--- config.mk ---
export PLATFORM = sky130hd
export DESIGN_NAME = decoder_scan
export DESIGN_NICKNAME = d
export VERILOG_FILES = /design/src/rtl/decoder_pkg.sv /design/src/rtl/decoder_dwell_cnt.sv /design/src/rtl/decoder_scan.sv
export SDC_FILE = /design/constraint.sdc
export NUM_CORES = 1
export LEC_CHECK = 0
export BUFFER_PORTS_ARGS = -buffer_cell sky130_fd_sc_hd__clkbuf_2
export CORE_AREA = 2 2 39 41
export CTS_BUF_LIST = sky130_fd_sc_hd__clkbuf_8
export DETAILED_ROUTE_END_ITERATION = 12
export DIE_AREA = 0 0 41 43
export PLACE_DENSITY = 0.52
export SYNTH_ARGS = -nofsm -noshare
export SYNTH_HDL_FRONTEND = slang
export SYNTH_SLANG_ARGS = --single-unit
--- constraint.sdc ---
create_clock -name clk -period 1.15 [get_ports clk]
set_clock_uncertainty 0.15 [all_clocks]
set_input_delay 0.1725 -clock clk [delete_from_list [all_inputs] [get_ports clk]]
set_output_delay 0.1725 -clock clk [all_outputs]
set_load 0.01 [all_outputs]
--- src/rtl/decoder_pkg.sv ---
`default_nettype none
// ============================================================================
// Module      : decoder_pkg
// Description : Shared state encoding and one-hot helper for decoder_scan.
// Revision    : 1.0 - initial release
// ============================================================================
package decoder_pkg;

    localparam logic [1:0] c_st_idle = 2'd0;
    localparam logic [1:0] c_st_hold = 2'd1;
    localparam logic [1:0] c_st_scan = 2'd2;

    typedef enum logic [1:0] {
        ST_IDLE = c_st_idle,
        ST_HOLD = c_st_hold,
        ST_SCAN = c_st_scan
    } state_t;

    // Out-of-range indices decode to all zeros so d can never carry a stray bit.
    function automatic logic [63:0] onehot(input int index, input int width);
        logic [63:0] v;
        v = '0;
        if ((index >= 0) && (index < width) && (index < 64)) begin
            v = 64'd1 << index;
        end
        return v;
    endfunction

endpackage
`default_nettype wire

--- src/rtl/decoder_dwell_cnt.sv ---
`default_nettype none
// ============================================================================
// Module      : decoder_dwell_cnt
// Description : Dwell down-counter; o_tick is high while the count is zero.
// Revision    : 1.0 - initial release
// ============================================================================
module decoder_dwell_cnt
    import decoder_pkg::*;
#(
    parameter int DWELL_W = 8
) (
    input  logic               clk,
    input  logic               rst_n,
    input  logic               i_load,
    input  logic [DWELL_W-1:0] i_load_val,
    input  logic               i_run,
    output logic               o_tick
);

    logic [DWELL_W-1:0] r_cnt;

    always_ff @(posedge clk or negedge rst_n) begin
        if (!rst_n) begin
            r_cnt <= '0;
        end else if (i_load) begin
            r_cnt <= i_load_val;
        end else if (i_run && (r_cnt != '0)) begin
            r_cnt <= r_cnt - 1'b1;
        end
    end

    assign o_tick = (r_cnt == '0);

endmodule
`default_nettype wire

--- src/rtl/decoder_scan.sv ---
`default_nettype none
// ============================================================================
// Module      : decoder_scan
// Description : Registered one-hot decoder with handshake select and optional
//               auto-scan (enabled by macro DECODER_SCAN_SCAN_EN).
// Revision    : 1.0 - initial release
// ============================================================================
module decoder_scan
    import decoder_pkg::*;
#(
    parameter int SEL_W   = 2,
    parameter int DWELL_W = 8
) (
    input  logic                  clk,
    input  logic                  rst_n,
    input  logic                  en,
    input  logic                  sel_valid,
    output logic                  sel_ready,
    input  logic [SEL_W-1:0]      sel,
    input  logic                  scan_start,
    input  logic                  scan_stop,
    input  logic [DWELL_W-1:0]    dwell,
    output logic [(2**SEL_W)-1:0] d,
    output logic [SEL_W-1:0]      cur_sel,
    output logic                  busy
);

    localparam int c_n_out = 2 ** SEL_W;

    state_t               r_state;
    state_t               w_state_nxt;
    logic [c_n_out-1:0]   r_d;
    logic [c_n_out-1:0]   w_d_nxt;
    logic [SEL_W-1:0]     r_cur_sel;
    logic [SEL_W-1:0]     w_cur_sel_nxt;
    logic [SEL_W-1:0]     w_adv_idx;
    logic                 w_accept;
    logic                 w_scan_go;
    logic                 w_scan_stop;
    logic                 w_advance;

`ifdef DECODER_SCAN_SCAN_EN
    logic [DWELL_W-1:0]   r_dwell;
    logic [DWELL_W-1:0]   w_cnt_val;
    logic                 w_cnt_load;
    logic                 w_tick;

    // A simultaneous stop wins over start, which outside SCAN means nothing happens.
    assign w_scan_go   = en & scan_start & ~scan_stop & (r_state != ST_SCAN);
    assign w_scan_stop = en & scan_stop & (r_state == ST_SCAN);
    assign w_advance   = en & ~scan_stop & (r_state == ST_SCAN) & w_tick;
    assign w_cnt_load  = w_scan_go | w_advance;
    assign w_cnt_val   = w_scan_go ? dwell : r_dwell;

    always_ff @(posedge clk or negedge rst_n) begin
        if (!rst_n) begin
            r_dwell <= '0;
        end else if (w_scan_go) begin
            r_dwell <= dwell;
        end
    end

    decoder_dwell_cnt #(
        .DWELL_W (DWELL_W)
    ) u_dwell_cnt (
        .clk        (clk),
        .rst_n      (rst_n),
        .i_load     (w_cnt_load),
        .i_load_val (w_cnt_val),
        .i_run      (r_state == ST_SCAN),
        .o_tick     (w_tick)
    );

    assign busy = (r_state == ST_SCAN);
`else
    logic w_unused_scan;

    assign w_unused_scan = ^{scan_start, scan_stop, dwell};
    assign w_scan_go     = 1'b0;
    assign w_scan_stop   = 1'b0;
    assign w_advance     = 1'b0;
    assign busy          = 1'b0;
`endif

    // rst_n gates ready directly so it reads low for the whole reset window.
    assign sel_ready = rst_n & en & (r_state != ST_SCAN) & ~w_scan_go;
    assign w_accept  = sel_valid & sel_ready;
    assign w_adv_idx = r_cur_sel + 1'b1;

    always_comb begin
        w_state_nxt   = r_state;
        w_d_nxt       = r_d;
        w_cur_sel_nxt = r_cur_sel;
        if (!en || w_scan_stop) begin
            w_state_nxt   = ST_IDLE;
            w_d_nxt       = '0;
            w_cur_sel_nxt = '0;
        end else if (w_scan_go) begin
            w_state_nxt   = ST_SCAN;
            w_d_nxt       = c_n_out'(onehot(0, c_n_out));
            w_cur_sel_nxt = '0;
        end else if (w_advance) begin
            w_d_nxt       = c_n_out'(onehot(int'(w_adv_idx), c_n_out));
            w_cur_sel_nxt = w_adv_idx;
        end else if (w_accept) begin
            w_state_nxt   = ST_HOLD;
            w_d_nxt       = c_n_out'(onehot(int'(sel), c_n_out));
            w_cur_sel_nxt = sel;
        end
    end

    always_ff @(posedge clk or negedge rst_n) begin
        if (!rst_n) begin
            r_state   <= ST_IDLE;
            r_d       <= '0;
            r_cur_sel <= '0;
        end else begin
            r_state   <= w_state_nxt;
            r_d       <= w_d_nxt;
            r_cur_sel <= w_cur_sel_nxt;
        end
    end

    assign d       = r_d;
    assign cur_sel = r_cur_sel;

endmodule
`default_nettype wire
==> impl_metrics.toml, run 1 <==
[finish]
multiInputGateArea_um2 = 151
final_cell_area_um2 = 472
nFillCells = 153
n_antenna_cell = 0
fin_util_pct = 34.1
seqCellArea_um2 = 150
drive_above_1_share_pct = 42.6
nNetsFinal = 65
syn2layout_area_growth_pct = 40.7
fin_cells = 63

[timing]
fin_crit_ns = 1.04
fmax_ghz = 0.962
hold_violations = 0
period_share_pct = 90.4
fin_ws_ns = 0.110
rsz0062_at_grt = "false"
setup_violations = 0
setup_tns_ns = 0
maxSlewViolCount = 0

[clock_network]
cts_tree = "built"
clock_path_buffers = 2
cts_setup_buffers = 0
clock_latency_ns = 0.22
cts_resized = 0
numCtsBuffers = 3
cts.clk_slew.worst_paths_ns = 0.04
h-tree-depth = 1
clock_sinks = 6
cts_hold_buf = 3
cts_root_buffer = "clkbuf_8"

[synthesis]
synth_edf_count = 0
syn_avg_cell_area_um2 = 11.2
synth-seq-cells = 6
synth.most_common_cell = "dfrtp_1"
yosysTopAreaCellShare_pct = 44.8
syn_nets = 46
syn_area_um2 = 335
synth-main-ff-cell = "dfrtp_1"
yosys.area.top_type = "dfrtp_1"
yosys-top-cells-area = "dfrtp_1 (45%), a21bo_1 (12%), buf_6 (6.7%)"
ys_top_cells_by_count = "dfrtp_1 (6), a21bo_1 (4), a21oi_1 (4)"
async_reset_ff_share_pct = 100
syn_inst = 30
synth-warning-count = 0
synth-seq-area-share_pct = 44.8
synth_cell_type_count = 16

[critical_path]
max_stage_delay_ns = 0.37
path_delay_family = "flip-flops"
cp-endpoint = "d[1]"
reg2regPathDepth = 2
worst-path-buf-inv = 1
crit_path_start_kind = "flip-flop"
path_cells = "clkbuf_2"
cp.required_ns = 0.83
setup.worst_path.start = "d[1]"
path_class = "flip-flop to primary output"
slowest_stage = "dfrtp_1"
worst-path-stages = 1
r2r_start = "d[0]"
reg2reg_slack_ns = 0.22
r2r_end = "d[0]"
arrival_ns = 0.72
crit_fanout = 2
cp-end-kind = "primary output"

[power]
p_leak_nw = 0.231
peakVddDrop_mv = 0.547
powerDensity_mw_per_mm2 = 1300

[global_routing]
grt_pass1_vias = 275
top_usage_layer = "met1"
met1_usage_pct = 14.1
overflow = 0
grt_max_degree = 13
grt_util_all_layers_pct = 9.99
grt_use_met3_pct = 5.24
antenna_found_initial = 0
use_met2_pct = 10.6
grt_pass1_wl_um = 1150

[place]
gp_congestion = 0.684
placed_cells = 57
place_area_um2 = 400
io_buffers = 12
pre_cts_slack_ns = 0.0549

[die]
rows = 14
io_pins = 24
start_util_pct = 24.2
coreArea_mm2 = 0.00138
dieArea_mm2 = 0.00176
die_h_um = 43
die_w_um = 41

[run]
cap_violations = 0

[route]
vias_per_cell = 4.43
ant_nets = 0
routedWlPerCell_um = 10.7
drc_errors = 0
vias = 279
dr.pass1.iters = 1
wl_um = 675
drtIter0Drc = 0

[status]
status = "complete, no violations"

[hold_path]
min_path_type = "input port to flip-flop"
-- layout make-up --
cell class	count	share of cell area (%)
inverters	1	0.796
well taps	16	4.24
flip-flops and latches	6	31.8
multi-input cells	20	32.1
clock buffers	3	8.75
repair buffers	17	22.3
-- cells by family (layout without fill, tap and decap cells) --
logic type,Yosys count,count (layout),synth area share (%)
flip-flops,6,6,44.8
AND/OR/NAND/NOR,7,7,16.0
AO/OA/AOI/OAI,12,12,28.0
buffers and inverters,4,21,10.1
other,1,1,1.12
-- cell usage in the layout (no fill, tap or decap) --
master	Yosys	final
nand4b_1	2	2
a21oi_1	4	4
conb_1	1	1
a21bo_1	4	4
o21a_1	1	1
dlygate4sd3_1	0	3
clkbuf_8	0	3
nand4_1	1	1
and4bb_1	1	1
a21bo_2	1	1
inv_1	1	1
a21boi_0	1	1
clkbuf_2	0	12
a21oi_2	1	1
nand3_1	2	2
dfrtp_1	6	6
buf_4	1	2
and2_2	1	1
-- how the worst min path moves through the flow --
stage	to	slack (ns)	cells past startpoint	from
2_1_floorplan	cur_sel[0]	-0.27	0	rst_n
3_3_place_gp	d[3]	-0.11	1	rst_n
3_5_place_dp	d[3]	-0.11	1	rst_n
4_1_cts	d[0]	0.03	2	en
5_1_grt	d[0]	0.04	2	en
6_report	d[0]	0.03	2	en
-- state kept, by name (all words and copies together) (netlist names) --
signal and count:
cur_sel 2, d 4
-- metal layers --
metal / up-vias / share of wire (%)
met4: 0 / 0
met3: 0 / 8.0
met5: - / 0
met2: 10 / 43
met1: 128 / 49
li1: 141 / -
-- power breakdown --
| group | total [mW] | leakage [nW] | switching, mW | internal (mW) |
|---|---|---|---|---|
| clock network | 0.314 | 0.0216 | 0.0890 | 0.225 |
| logic | 0.0766 | 0.127 | 0.0398 | 0.0368 |
| registers | 0.222 | 0.0823 | 0.00303 | 0.219 |
| total | 0.613 | 0.231 | 0.132 | 0.481 |
-- stage by stage --
stage,hold WS [ns],total power [mW]
floorplan,-0.273,0.268
global placement,-0.110,0.294
detailed placement,-0.109,0.294
CTS,0.0327,0.624
global route,0.0362,0.645
finish,0.0332,0.613
Power figures use the tool's default switching activity.
==> inputs of run 2 (changes only) <==
==> constraint.sdc (replaced) <==
create_clock -name clk -period 1.15 [get_ports clk]
set_clock_uncertainty 0.15 [all_clocks]
set_input_delay 0.0575 -clock clk [delete_from_list [all_inputs] [get_ports clk]]
set_output_delay 0.0575 -clock clk [all_outputs]
set_load 0.01 [all_outputs]
==> impl_metrics.toml, run 2 (same netlist as run 1, synthesis figures left out) <==
[status]
status = "complete, no violations"

[finish]
final_common_cell = "clkbuf_2"
nNetsFinal = 67
n_antenna_cell = 0
multiInputGateArea_um2 = 151
drive_above_1_share_pct = 38.8
seqCellArea_um2 = 150
nFillCells = 153
syn2layout_area_growth_pct = 48.1
final_cell_area_um2 = 497
largest_reg_flops = 4
fin_util_pct = 35.9
final_cell_mix = "clkbuf_2 (10), dfrtp_1 (6), dlygate4sd3_1 (6)"

[timing]
rsz0062_at_grt = "false"
period_share_pct = 96.1
fmax_ghz = 0.905
maxSlewViolCount = 0
fin_crit_ns = 1.11
hold_violations = 0
fin_hold_ws_ns = 0.0169
setup_tns_ns = 0
fin_ws_ns = 0.0447
setup_violations = 0

[critical_path]
slowest_stage = "dlygate4sd3_1"
crit_fanout = 5
path_class = "input port to flip-flop"
cp-end-kind = "flip-flop"
path_cells = "dlygate4sd3_1 > buf_2 > and4bb_1 > o21a_1"
max_stage_delay_ns = 0.52
cp.required_ns = 1.11
arrival_ns = 1.07
crit_path_start_kind = "input port"

[route]
drtIter0Drc = 4
wl_um = 791
routedWlPerCell_um = 12.2
drc_errors = 0
dr.pass1.iters = 2
vias_per_cell = 4.68
vias = 304
ant_nets = 0

[clock_network]
numCtsBuffers = 3
h-tree-depth = 1
clock_latency_ns = 0.22
cts.clk_slew.worst_paths_ns = 0.04
cts_root_buffer = "clkbuf_8"
clock_sinks = 6
clock_path_buffers = 2
cts_tree = "built"
cts_setup_buffers = 0

[die]
io_pins = 24
start_util_pct = 24.2
die_h_um = 43
coreArea_mm2 = 0.00138
dieArea_mm2 = 0.00176
die_w_um = 41
rows = 14

[global_routing]
antenna_found_initial = 0
overflow = 0
met1_usage_pct = 14.7
grt_pass1_wl_um = 1260
use_met2_pct = 13.4
grt_max_degree = 13
top_usage_layer = "met1"
grt_util_all_layers_pct = 11.0
grt_use_met3_pct = 4.71
grt_pass1_vias = 282

[power]
p_leak_nw = 0.239
peakVddDrop_mv = 0.573
powerDensity_mw_per_mm2 = 1260

[place]
dpl.hpwl_um = 483
place_area_um2 = 400
gp_congestion = 0.660
io_buffers = 12
pre_cts_slack_ns = 0.226

[run]
cap_violations = 0

[hold_path]
min_path_type = "input port to flip-flop"
==> run 2: cell count changes in the layout (fill, tap and decap cells not counted), sizes merged <==
| cell | delta |
|---|---|
| buf | +1 |
| dlygate4sd3 | +3 |
| clkbuf | -2 |
==> run 2: area by class of cell <==
class,instances,share of cell area (%)
flip-flops and latches,6,30.2
well taps,16,4.03
repair buffers,19,26.2
multi-input cells,20,30.5
clock buffers,3,8.31
inverters,1,0.756
==> run 2: layer usage <==
layer  vias up  share of wire (%)
met2         8                 48
met1       151                 46
met3         0                6.2
met5         -                  0
li1        145                  -
met4         0                  0
==> run 2: final timing paths <==
kind / start / end / slack (ns) / cells after the start
setup / recovery: sel[0] / d[0] / 0.04 / 4
hold / removal: en / cur_sel[0] / 0.02 / 3
setup reg to reg: d[0] / d[0] / 0.22 / 2
hold reg to reg: d[2] / d[2] / 0.49 / 2
max in group asynchronous: rst_n / d[1] / 0.48 / 3
min in group asynchronous: rst_n / cur_sel[1] / 0.11 / 2
==> run 2: worst max-delay path, delay by kind of cell <==
family / cells / cell delay [ns]
compound gates: 1 / 0.16
buf+inv: 2 / 0.67
simple gates: 1 / 0.19
==> run 2: repair_timing <==
item                                   4_1_cts  5_1_grt
resized for setup                            0        1
setup endpoints to repair                    0        1
endpoints found under the hold margin       11        0
hold buffers                                 6        0
==> run 2: power by group <==
| group | internal, mW | switching [mW] |
|---|---|---|
| logic | 0.0426 | 0.0423 |
| registers | 0.219 | 0.00323 |
| clock network | 0.225 | 0.0932 |
==> run 2: metrics by stage <==
step           instances  total power, mW
2_1_floorplan         30            0.268
3_3_place_gp          57            0.295
3_5_place_dp          57            0.295
4_1_cts               66            0.637
5_1_grt               65            0.658
6_report              65            0.626
==> inputs of run 3 (changes only) <==
--- a/config.mk
+++ b/config.mk
@@ -5,12 +5,14 @@
 export SDC_FILE = /design/constraint.sdc
 export NUM_CORES = 1
 export LEC_CHECK = 0
+export ABC_AREA = 1
 export BUFFER_PORTS_ARGS = -buffer_cell sky130_fd_sc_hd__clkbuf_2
-export CORE_AREA = 2 2 39 41
+export CORE_AREA = 4 4 41 43
 export CTS_BUF_LIST = sky130_fd_sc_hd__clkbuf_8
 export DETAILED_ROUTE_END_ITERATION = 12
-export DIE_AREA = 0 0 41 43
-export PLACE_DENSITY = 0.52
+export DIE_AREA = 0 0 45 47
+export GPL_ROUTABILITY_DRIVEN = 0
+export PLACE_DENSITY = 0.49
 export SYNTH_ARGS = -nofsm -noshare
 export SYNTH_HDL_FRONTEND = slang
 export SYNTH_SLANG_ARGS = --single-unit
==> impl_metrics.toml, run 3 <==
[timing]
setup_violations = 0
period_share_pct = 87.5
fin_crit_ns = 1.01
fin_ws_ns = 0.144
setup_tns_ns = 0
hold_violations = 0
rsz0062_at_grt = "false"
maxSlewViolCount = 0
fmax_ghz = 0.994

[critical_path]
max_stage_delay_ns = 0.54
path_cells = "dlygate4sd3_1 > clkbuf_2 > inv_1 > nand2_1 > nor2_1 > nand2_1 > nand2_1"
arrival_ns = 1.02
crit_path_start_kind = "input port"
worst_path_most_repeated_cell = "nand2_1"
reg2reg_slack_ns = 0.40
path_class = "input port to flip-flop"
slowest_stage = "dlygate4sd3_1"
r2r_end = "d[3]"
crit_fanout = 5
cp.required_ns = 1.16
r2r_start = "d[3]"
cp-end-kind = "flip-flop"
path_delay_family = "buffers and inverters"
worst-path-buf-inv = 3
reg2regPathDepth = 2

[route]
drc_errors = 0
vias = 296
routedWlPerCell_um = 8.80
dr.pass1.iters = 1
drtIter0Drc = 0
ant_nets = 0
wl_um = 651
vias_per_cell = 4.00

[die]
die_h_um = 47
io_pins = 24
coreArea_mm2 = 0.00130
die_w_um = 45
start_util_pct = 23.3
dieArea_mm2 = 0.00212
rows = 13

[synthesis]
syn_avg_cell_area_um2 = 7.21
synth.most_common_cell = "nand2_1"
synth_edf_count = 0
synth_cell_type_count = 9
syn_inst = 42
syn_nets = 58
synth-warning-count = 0
yosysTopAreaCellShare_pct = 49.6
syn_area_um2 = 303
async_reset_ff_share_pct = 100
synth-seq-area-share_pct = 49.6
yosys.area.top_type = "dfrtp_1"
synth-main-ff-cell = "dfrtp_1"
yosys-top-cells-area = "dfrtp_1 (50%), nand2_1 (29%), a21oi_4 (5.4%)"
synth-seq-cells = 6
ys_top_cells_by_count = "nand2_1 (23), dfrtp_1 (6), inv_1 (4), nor2_1 (4)"

[finish]
drive_above_1_share_pct = 28.8
fin_util_pct = 34.2
n_antenna_cell = 0
largest_reg_flops = 4
nNetsFinal = 77
final_cell_mix = "nand2_1 (23), clkbuf_2 (12), dfrtp_1 (6)"
syn2layout_area_growth_pct = 47.1
final_common_cell = "nand2_1"

[power]
totalPowerFinal_mw = 0.619
peakVddDrop_mv = 0.671
powerDensity_mw_per_mm2 = 1390
p_leak_nw = 0.277

[clock_network]
cts.clk_slew.worst_paths_ns = 0.04
cts_hold_buf = 3
cts_root_buffer = "clkbuf_8"
cts_resized = 0
cts_tree = "built"
clock_path_buffers = 2
cts_setup_buffers = 0
clock_latency_ns = 0.22
numCtsBuffers = 3
h-tree-depth = 1
clock_sinks = 6

[run]
cap_violations = 0

[place]
io_buffers = 12
pre_cts_slack_ns = 0.243
dpl.hpwl_um = 490

[global_routing]
grt_max_degree = 7
overflow = 0
grt_pass1_vias = 271
grt_pass1_wl_um = 1080
antenna_found_initial = 0
grt_util_all_layers_pct = 7.64

[status]
status = "complete, no violations"

[hold_path]
whs_endpoint = "cur_sel[0]"
min_path_type = "input port to flip-flop"
whs_path_depth = 4
min_from = "sel_valid"
-- run 3: cell count changes after synthesis, moves of 2 or more --
cell / delta
a21bo_1: -4
a21oi_1: -4
buf_6: -2
inv_1: +3
nand2_1: +23
nand4b_1: -2
nor2_1: +4
-- run 3: how the worst max path moves through the flow --
stage                      start    to  slack [ns]  cells after the start
after floorplan             d[1]  d[1]        0.38                      2
after global routing      sel[0]  d[2]        0.07                      7
after CTS                 sel[0]  d[2]        0.14                      7
after global placement     rst_n  d[2]        0.25                      5
after detailed placement   rst_n  d[2]        0.24                      5
final                     sel[0]  d[2]        0.14                      7
-- run 3: final cells by class --
cell class                      count  area [um2]
Fill cell                         144         856
Inverter                            5        18.8
Multi-Input combinational cell     30         126
Clock buffer                        3        41.3
Sequential cell                     6         150
Timing Repair Buffer               15        90.1
Tap cell                           15        18.8
-- run 3: worst register-to-register path: cells and delay by family (launching register included) --
| family | cells | cell delay (ns) |
|---|---|---|
| flip-flops | 1 | 0.38 |
| AND/OR/NAND/NOR | 2 | 0.12 |
-- run 3: stage by stage --
step	hold slack (ns)	area [um2]	std cells
after floorplan	-0.388	303	42
after global placement	-0.218	374	68
after detailed placement	-0.217	374	68
after CTS	0.0233	445	74
after global routing	0.0405	445	74
final	0.0256	445	74
-- run 3: per-layer routing --
metal / up-vias / wire length [um] / share of wire [%] / track usage [%]
li1: 156 / - / - / -
met1: 128 / 311 / 48 / 9.53
met2: 10 / 285 / 44 / 10.5
met3: 2 / 37 / 5.7 / 2.30
met4: 0 / 17 / 2.6 / 7.02
met5: - / 0 / 0 / 0
-- run 3: logic make-up (layout without fill, tap and decap cells) --
logic type,count (synthesis),in the layout,synth area share (%)
flip-flops,6,6,49.6
AND/OR/NAND/NOR,28,28,35.1
other,1,1,1.24
buffers and inverters,6,23,8.68
AO/OA/AOI/OAI,1,1,5.37
-- run 3: power breakdown --
group | internal (mW) | total (mW) | switching, mW | leakage, nW
Combinational | 0.0319 | 0.0780 | 0.0461 | 0.174
Sequential | 0.222 | 0.227 | 0.00521 | 0.0815
Clock | 0.225 | 0.313 | 0.0887 | 0.0216
Total | 0.479 | 0.619 | 0.140 | 0.277
